==> src/rtl/pwm_capture.sv <==
// Bus-mapped PWM input capture. Synchronises an external PWM pin and measures
// its high time and period in clk cycles, exposed as CTRL/STATUS/HIGH/PERIOD registers.
module pwm_capture #(
  parameter int unsigned WIDTH = 16
) (
  input  logic        clk,
  input  logic        rst,
  input  logic [31:0] bWData,
  input  logic [31:0] bAddr,
  input  logic        bSel,
  input  logic        bWrite,
  input  logic [1:0]  mem_size,
  output logic [31:0] bRData,
  input  logic        pwmIn
);

  typedef enum logic [1:0] {StIdle, StArm, StRun} state_e;

  localparam logic [WIDTH-1:0] CntMax = {WIDTH{1'b1}};

  state_e state_q, state_d;

  logic             s1_q, s2_q, s3_q;
  logic             rise, fall;
  logic             enable_q, enable_d;
  logic             valid_q, valid_d;
  logic             ovf_q, ovf_d;
  logic             sat_q, sat_d;
  logic [WIDTH-1:0] cnt_q, cnt_d;
  logic [WIDTH-1:0] hlat_q, hlat_d;
  logic [WIDTH-1:0] high_q, high_d;
  logic [WIDTH-1:0] period_q, period_d;

  logic wr_en, wr_ctrl, wr_status;
  logic run_en, arm_start;

  // Only the low nibble of the address and the two STATUS clear bits are decoded.
  logic unused_bits;
  assign unused_bits = ^{bAddr[31:4], bWData[31:2]};

  assign wr_en     = bSel & bWrite & (mem_size == 2'b10);
  assign wr_ctrl   = wr_en & (bAddr[3:0] == 4'h0);
  assign wr_status = wr_en & (bAddr[3:0] == 4'h4);

  assign rise = s2_q & ~s3_q;
  assign fall = ~s2_q & s3_q;

  always_ff @(posedge clk) begin
    if (rst) begin
      state_q <= StIdle;
    end else begin
      state_q <= state_d;
    end
  end

  always_comb begin
    state_d = state_q;
    case (state_q)
      StIdle:  if (enable_q) state_d = StArm;
      StArm:   if (rise) state_d = StRun;
      StRun:   state_d = StRun;
      default: state_d = StIdle;
    endcase
    // Disabling always discards the measurement in flight.
    if (!enable_q) state_d = StIdle;
  end

  always_comb begin
    run_en    = (state_q == StRun);
    arm_start = (state_q == StArm) & rise;
  end

  always_comb begin
    enable_d = wr_ctrl ? bWData[0] : enable_q;
    valid_d  = valid_q & ~(wr_status & bWData[0]);
    ovf_d    = ovf_q & ~(wr_status & bWData[1]);
    cnt_d    = cnt_q;
    sat_d    = sat_q;
    hlat_d   = hlat_q;
    high_d   = high_q;
    period_d = period_q;

    if (!run_en) begin
      cnt_d = '0;
      sat_d = 1'b0;
    end
    if (arm_start) begin
      cnt_d = WIDTH'(1);
    end

    if (run_en) begin
      if (cnt_q == CntMax) begin
        sat_d = 1'b1;
      end else begin
        cnt_d = cnt_q + WIDTH'(1);
      end
      if (fall) hlat_d = cnt_q;
      // Capture overrides any simultaneous STATUS clear.
      if (rise) begin
        period_d = cnt_q;
        high_d   = hlat_q;
        valid_d  = 1'b1;
        if (sat_q) ovf_d = 1'b1;
        cnt_d    = WIDTH'(1);
        sat_d    = 1'b0;
      end
    end
  end

  always_ff @(posedge clk) begin
    if (rst) begin
      s1_q     <= 1'b0;
      s2_q     <= 1'b0;
      s3_q     <= 1'b0;
      enable_q <= 1'b0;
      valid_q  <= 1'b0;
      ovf_q    <= 1'b0;
      sat_q    <= 1'b0;
      cnt_q    <= '0;
      hlat_q   <= '0;
      high_q   <= '0;
      period_q <= '0;
    end else begin
      s1_q     <= pwmIn;
      s2_q     <= s1_q;
      s3_q     <= s2_q;
      enable_q <= enable_d;
      valid_q  <= valid_d;
      ovf_q    <= ovf_d;
      sat_q    <= sat_d;
      cnt_q    <= cnt_d;
      hlat_q   <= hlat_d;
      high_q   <= high_d;
      period_q <= period_d;
    end
  end

  always_comb begin
    bRData = 32'h0;
    case (bAddr[3:0])
      4'h0:    bRData = {31'h0, enable_q};
      4'h4:    bRData = {29'h0, s2_q, ovf_q, valid_q};
      4'h8:    bRData = 32'(high_q);
      4'hC:    bRData = 32'(period_q);
      default: bRData = 32'h0;
    endcase
  end

endmodule

==> config.mk <==
export PLATFORM = sky130hd
export DESIGN_NAME = pwm_capture
export DESIGN_NICKNAME = d
export VERILOG_FILES = /design/src/rtl/pwm_capture.sv
export SDC_FILE = /design/constraint.sdc
export NUM_CORES = 1
export LEC_CHECK = 0
export CAP_MARGIN = 5
export CORE_UTILIZATION = 46
export CTS_CLUSTER_DIAMETER = 30
export DETAILED_ROUTE_END_ITERATION = 12
export HOLD_SLACK_MARGIN = 0.08
export PLACE_DENSITY = 0.79
export SYNTH_ARGS = -nofsm -noshare
export SYNTH_HDL_FRONTEND = slang
export SYNTH_SLANG_ARGS = --single-unit
==> constraint.sdc <==
create_clock -name clk -period 2.22 [get_ports clk]
set_input_delay 0.222 -clock clk [delete_from_list [all_inputs] [get_ports clk]]
set_output_delay 0.222 -clock clk [all_outputs]
set_load 0.03 [all_outputs]
* After elaboration in Yosys (flattened, before gate mapping)
Cells that the tools add are included.
Storage, ports and cells: register bits 73, input bits 71, output and inout port bits 32, word-level logic and storage cells 59
Cells by class: add/sub/neg operators 1, equality and inequality tests 8, mux-type cells 17, bitwise logic cells 16, reduce and logical (&&, ||, !) cells 5
Operators by type and width (count):
- 16-bit two-way mux | 5
- 16-bit case mux with 4 select lines | 1
- 16-bit by 1-bit adder with 16-bit output (second input constant) | 1
- 16-bit == test (second input constant) | 1
- 1-bit bitwise AND | 11
- 1-bit two-way mux | 9
- 4-bit == test (second input constant) | 2
- 2-bit case mux with 3 select lines | 1
- 1-bit inverter | 5
- 2-bit == test (second input constant) | 2
- 4-bit by 3-bit == test with 1-bit output (second input constant) | 1
- 4-bit zero test | 1
- 2-bit AND reduction | 2
- 2-bit by 1-bit == test with 1-bit output (second input constant) | 1
- 2-bit zero test | 1
- 2-bit two-way mux | 1
- 2-bit != test (second input constant) | 1
- 2-bit OR reduction | 1

* Logic depth before layout (Yosys ltp)
depth after elaboration 9, mapped depth 7, depth with buffers taken out 6

* Least setup slack after synthesis
No wires, ideal clock.
path kind register to register, start register cnt_q[0], end register cnt_q[0], setup time 0.095 ns, data arrival time 1.767 ns, data required time 2.125 ns, slack 0.357 ns, stages on the path, launching flop included 7, buffers on the path 1, period minus slack after synthesis 1.863 ns, cells stage by stage dfxtp_1 ha_1 nand3_4 or4_4 buf_6 xnor2_1 a221oi_1
Between the ends: cells in the longest elaborated chain, start to end 5, elaborated cells on any way between the ends 7, those cells by class 1 x add/sub; 1 x eq/ne; 5 x mux
Ends and longest elaborated chain:
- start, declared | line 29 | logic [WIDTH-1:0] cnt_q, cnt_d;
- start signal, assigned | line 131 | cnt_q <= cnt_d;
- branches (longest 4 deep; another with 16-bit by 1-bit adder with 16-bit output)
- 16-bit two-way mux (*) | line 91 | if (run_en) begin
Every way passes the cells marked *. A chain may end at the register's enable or synchronous reset.

* Worst setup path after layout
start input port bAddr[3], end output port bRData[1]
Between the ends: cells in the longest elaborated chain, start to end 2, elaborated cells on any way between the ends 5, those cells by class 3 x eq/ne; 1 x mux; 1 x reduce/logical
Ends and longest elaborated chain:
- start, declared | line 9 | input logic [31:0] bAddr,
- 4-bit == test (tied with other cells) | line 140 | case (bAddr[3:0])
- 16-bit case mux with 4 select lines (*) | line 140
- end, declared | line 13 | output logic [31:0] bRData,
Mark *: on every way between the ends. The rest lies on a longest branch, timed or not.

==> summary.md <==
| Metric | Value |
|---|---|
| Synth warnings | `0` |
| Core area | `6790 µm²` |
| Synth unique cells | `slightly above 50` |
| Max Cap Viol | `0` |
| N_diodes | `0` |
| Post-route DRC | `0` |
| IO Port Bufs | `28` |
| CP Max Fanout | `6` |
| Leakage | `1.29 nW` |
| Hold Vio Cnt, Final | `0` |
| Max stage delay cell, worst path | `clkdlybuf4s50_1` |
| Clock input transition at the sequential cells of the worst setup and hold paths | `80 ps` |
| Starting Density | `0.479` |
| Hold bufs inserted after CTS | `0` |
| DRT iter0 DRCs | `between 150 and 200` |
| Status | `finished clean` |
| CP startpoint | `bAddr[3]` |
| Vias in the first global route | `approximately 2500` |
| Setup crit start kind | `input pin` |
| DR pass1 iterations | `4` |
| CTS H-Tree Depth | `3` |
| Hold Crit Class | `in -> reg` |
| DR WL met3 | `337 µm` |
| Final GP Congestion | `0.840` |
| Post-route minimum period | `2010 ps` |
| Max stage delay on crit path | `580 ps` |
| Vias per cell | `5.23` |
| Die Span Y | `86.1 µm` |
| Mapped cell area | `3250 µm²` |
| Initial antenna violation count | `0` |
| Largest net degree at the start of global routing | `56` |
| Reg-to-Reg Start | `cnt_q[14]$_SDFF_PP0_` |
| Setup violators final | `0` |
| Register area | `between 1000 and 1500 µm²` |
| Cell Pwr Density | `about 620 nW/µm²` |
| Slew Limit Headroom | `0.519` |
| ANT nets after route | `0` |
| CTS tree | `done` |
| Worst-Skew Late Latency | `between 300 and 400 ps` |
| Main flop type after synthesis | `dfxtp_1` |
| Worst Max-Slew Pin Slew | `720 ps` |
| Final Cell Area | `roughly 3700 µm²` |
| Area delta synth->final | `13.2%` |
| Top-level I/O count | `103` |
| Detailed-route wire length | `6.70 mm` |
| Layout cells sized above 1 | `0.131` |
| Wire length per cell | `13.0 µm` |
| Gr usage total | `0.196` |
| Placement Rows | `30` |
| Via Count | `about 2700` |
| Die footprint | `7410 µm²` |
| Sequential element share of the synthesized area | `0.449` |
| CTS max path bufs | `2` |
| EDFF count, synth | `0` |
| Period utilization | `0.906` |
| Peak VDD IR | `approximately 0.25 mV` |
| Die W | `86.1 µm` |
| Placed cell areas | `3520 µm²` |
| CTS Buf Count | `9` |
| Hold path start | `rst` |
| Fmax | `497 MHz` |
| Slew Limit Fails | `0` |
| CP arrival | `roughly 1800 ps` |
| Final #Nets | `492` |
| Setup CP Type | `in -> out` |
| First-pass GRT wire length | `11.5 mm` |
| Congestion Overflow GR | `0` |
| Unrepaired setup endpoints after global routing | `no` |
| Post-DP HPWL | `4.56 mm` |
| Crit path cell chain | `clkdlybuf4s50_1, mux2_2, a22oi_1, nor2_1, dlygate4sd2_1` |
| Routed met1 length | `3.02 mm` |
| Final Skew | `8.24 ps` |
| Synth Instances | `just under 400` |
| FILL cells | `~610` |
| Final setup TNS | `0 ps` |
| Setup crit end kind | `output pin` |
| Top routing layer used | `met4` |
| Syn Area/Cell | `8.40 µm²` |
| Area of the multi-input gates | `1580 µm²` |
| Clock sink count | `73` |
| Seq cells post-synth | `73` |
| Post-synthesis async set-or-reset flop share | `0` |
| Root buffer cell | `clkbuf_8` |
| Met2 WL post-DR | `about 3.3 mm` |
| Critical Path RT | `2000 ps` |
layout make-up:
cell class	count	area share
flip-flops and latches	73	0.397
well taps	96	0.0326
multi-input cells	287	0.428
clock inverters	3	0.00476
repair buffers	42	0.0945
inverters	4	0.00408
clock buffers	12	0.0394
per-stage QoR:
stage          setup slack (ps)  hold WS (ps)  instances   util  power [mW]
3_5_place_dp              -17.9           430        502  0.518        1.44
6_report                    208          89.7        517  0.542        2.30
4_1_cts                    24.1          80.2        517  0.542        2.32
2_1_floorplan               357           350        402      -        1.43
5_1_grt                     160          92.1        517  0.542        2.38
3_3_place_gp              -7.47           416        502  0.518        1.44
cells in the mapped netlist (2+ instances only):
library cell	instances	area (µm²)
a22oi_1	2	15.0
nor2_1	10	37.5
ha_1	4	50.1
xnor2_1	2	17.5
buf_4	16	120
xor2_1	4	35.0
dfxtp_1	73	1460
nand4_1	4	25.0
a21bo_2	2	20.0
nand2b_1	2	12.5
nand2_1	107	402
inv_1	4	15.0
a22o_1	13	114
buf_6	2	22.5
clkbuf_1	16	60.1
or3_1	3	18.8
nand3b_1	2	15.0
nand3_1	9	45.0
clkbuf_2	2	10.0
and3_1	2	12.5
a211oi_1	2	15.0
nor2b_1	4	25.0
nor4_1	4	25.0
and2_1	2	12.5
mux2_2	2	22.5
mux2i_1	2	20.0
o21ai_0	4	20.0
a21oi_1	59	295
a31oi_1	7	43.8
worst max-delay path: cells and delay by family:
kind	cells	cell delay [ps]
buffers and inverters	2	940
multiplexers	1	380
AND/OR/NAND/NOR	1	60
AO/OA/AOI/OAI	1	180
registers in the layout, indices dropped and copies added, names as in the netlist:
name,count
enable_q,1
s3_q,1
state_q,2
s2_q,1
cnt_q,16
ovf_q,1
valid_q,1
period_q,16
high_q,16
hlat_q,16
sat_q,1
s1_q,1
power by group:
part | internal, mW | switching [mW] | total (mW)
clock | 0.427 | 0.465 | 0.893
combinational | 0.0293 | 0.0668 | 0.0962
sequential | 1.31 | 0.00175 | 1.31
placed cells by master, fill, tap and decap left out, types with 9 or more instances in the layout:
cell	Yosys	layout
clkbuf_8	1	10
a22o_1	13	13
nand2_1	107	107
a21oi_1	59	59
conb_1	1	16
buf_4	16	27
nor2_1	10	9
dfxtp_1	73	73
clkdlybuf4s50_1	0	11
nand3_1	9	9
per-layer routing:
metal,GRT usage,up-vias
met5,0,-
met3,0.0414,4
met4,0.0758,0
met2,0.330,87
met1,0.244,1250
li1,-,1364
path summary, 6_finish.rpt:
path                                             to  slack, ps  cells after the start
worst max-delay path                      bRData[1]        210                      5
worst min-delay path            cnt_q[0]$_SDFF_PP0_         90                      2
worst max register to register  cnt_q[0]$_SDFF_PP0_        360                      4
worst min register to register      s2_q$_SDFF_PP0_        440                      1
what timing repair did:
item / in CTS / in global routing
gates resized for setup: 2 / 1
endpoints found under the setup margin: 2 / 1
buffers inserted: 0 / 0
logic make-up after synthesis:
logic type	synth area share
and+or+nand+nor	0.240
other	0.00115
adders and majority gates	0.0154
AOI/OAI and AO/OA	0.174
xor gates and xnor gates	0.0162
muxes	0.0200
DFF	0.449
buffers and inverters	0.0843
Note: power is estimated with default switching activity, not from simulation.
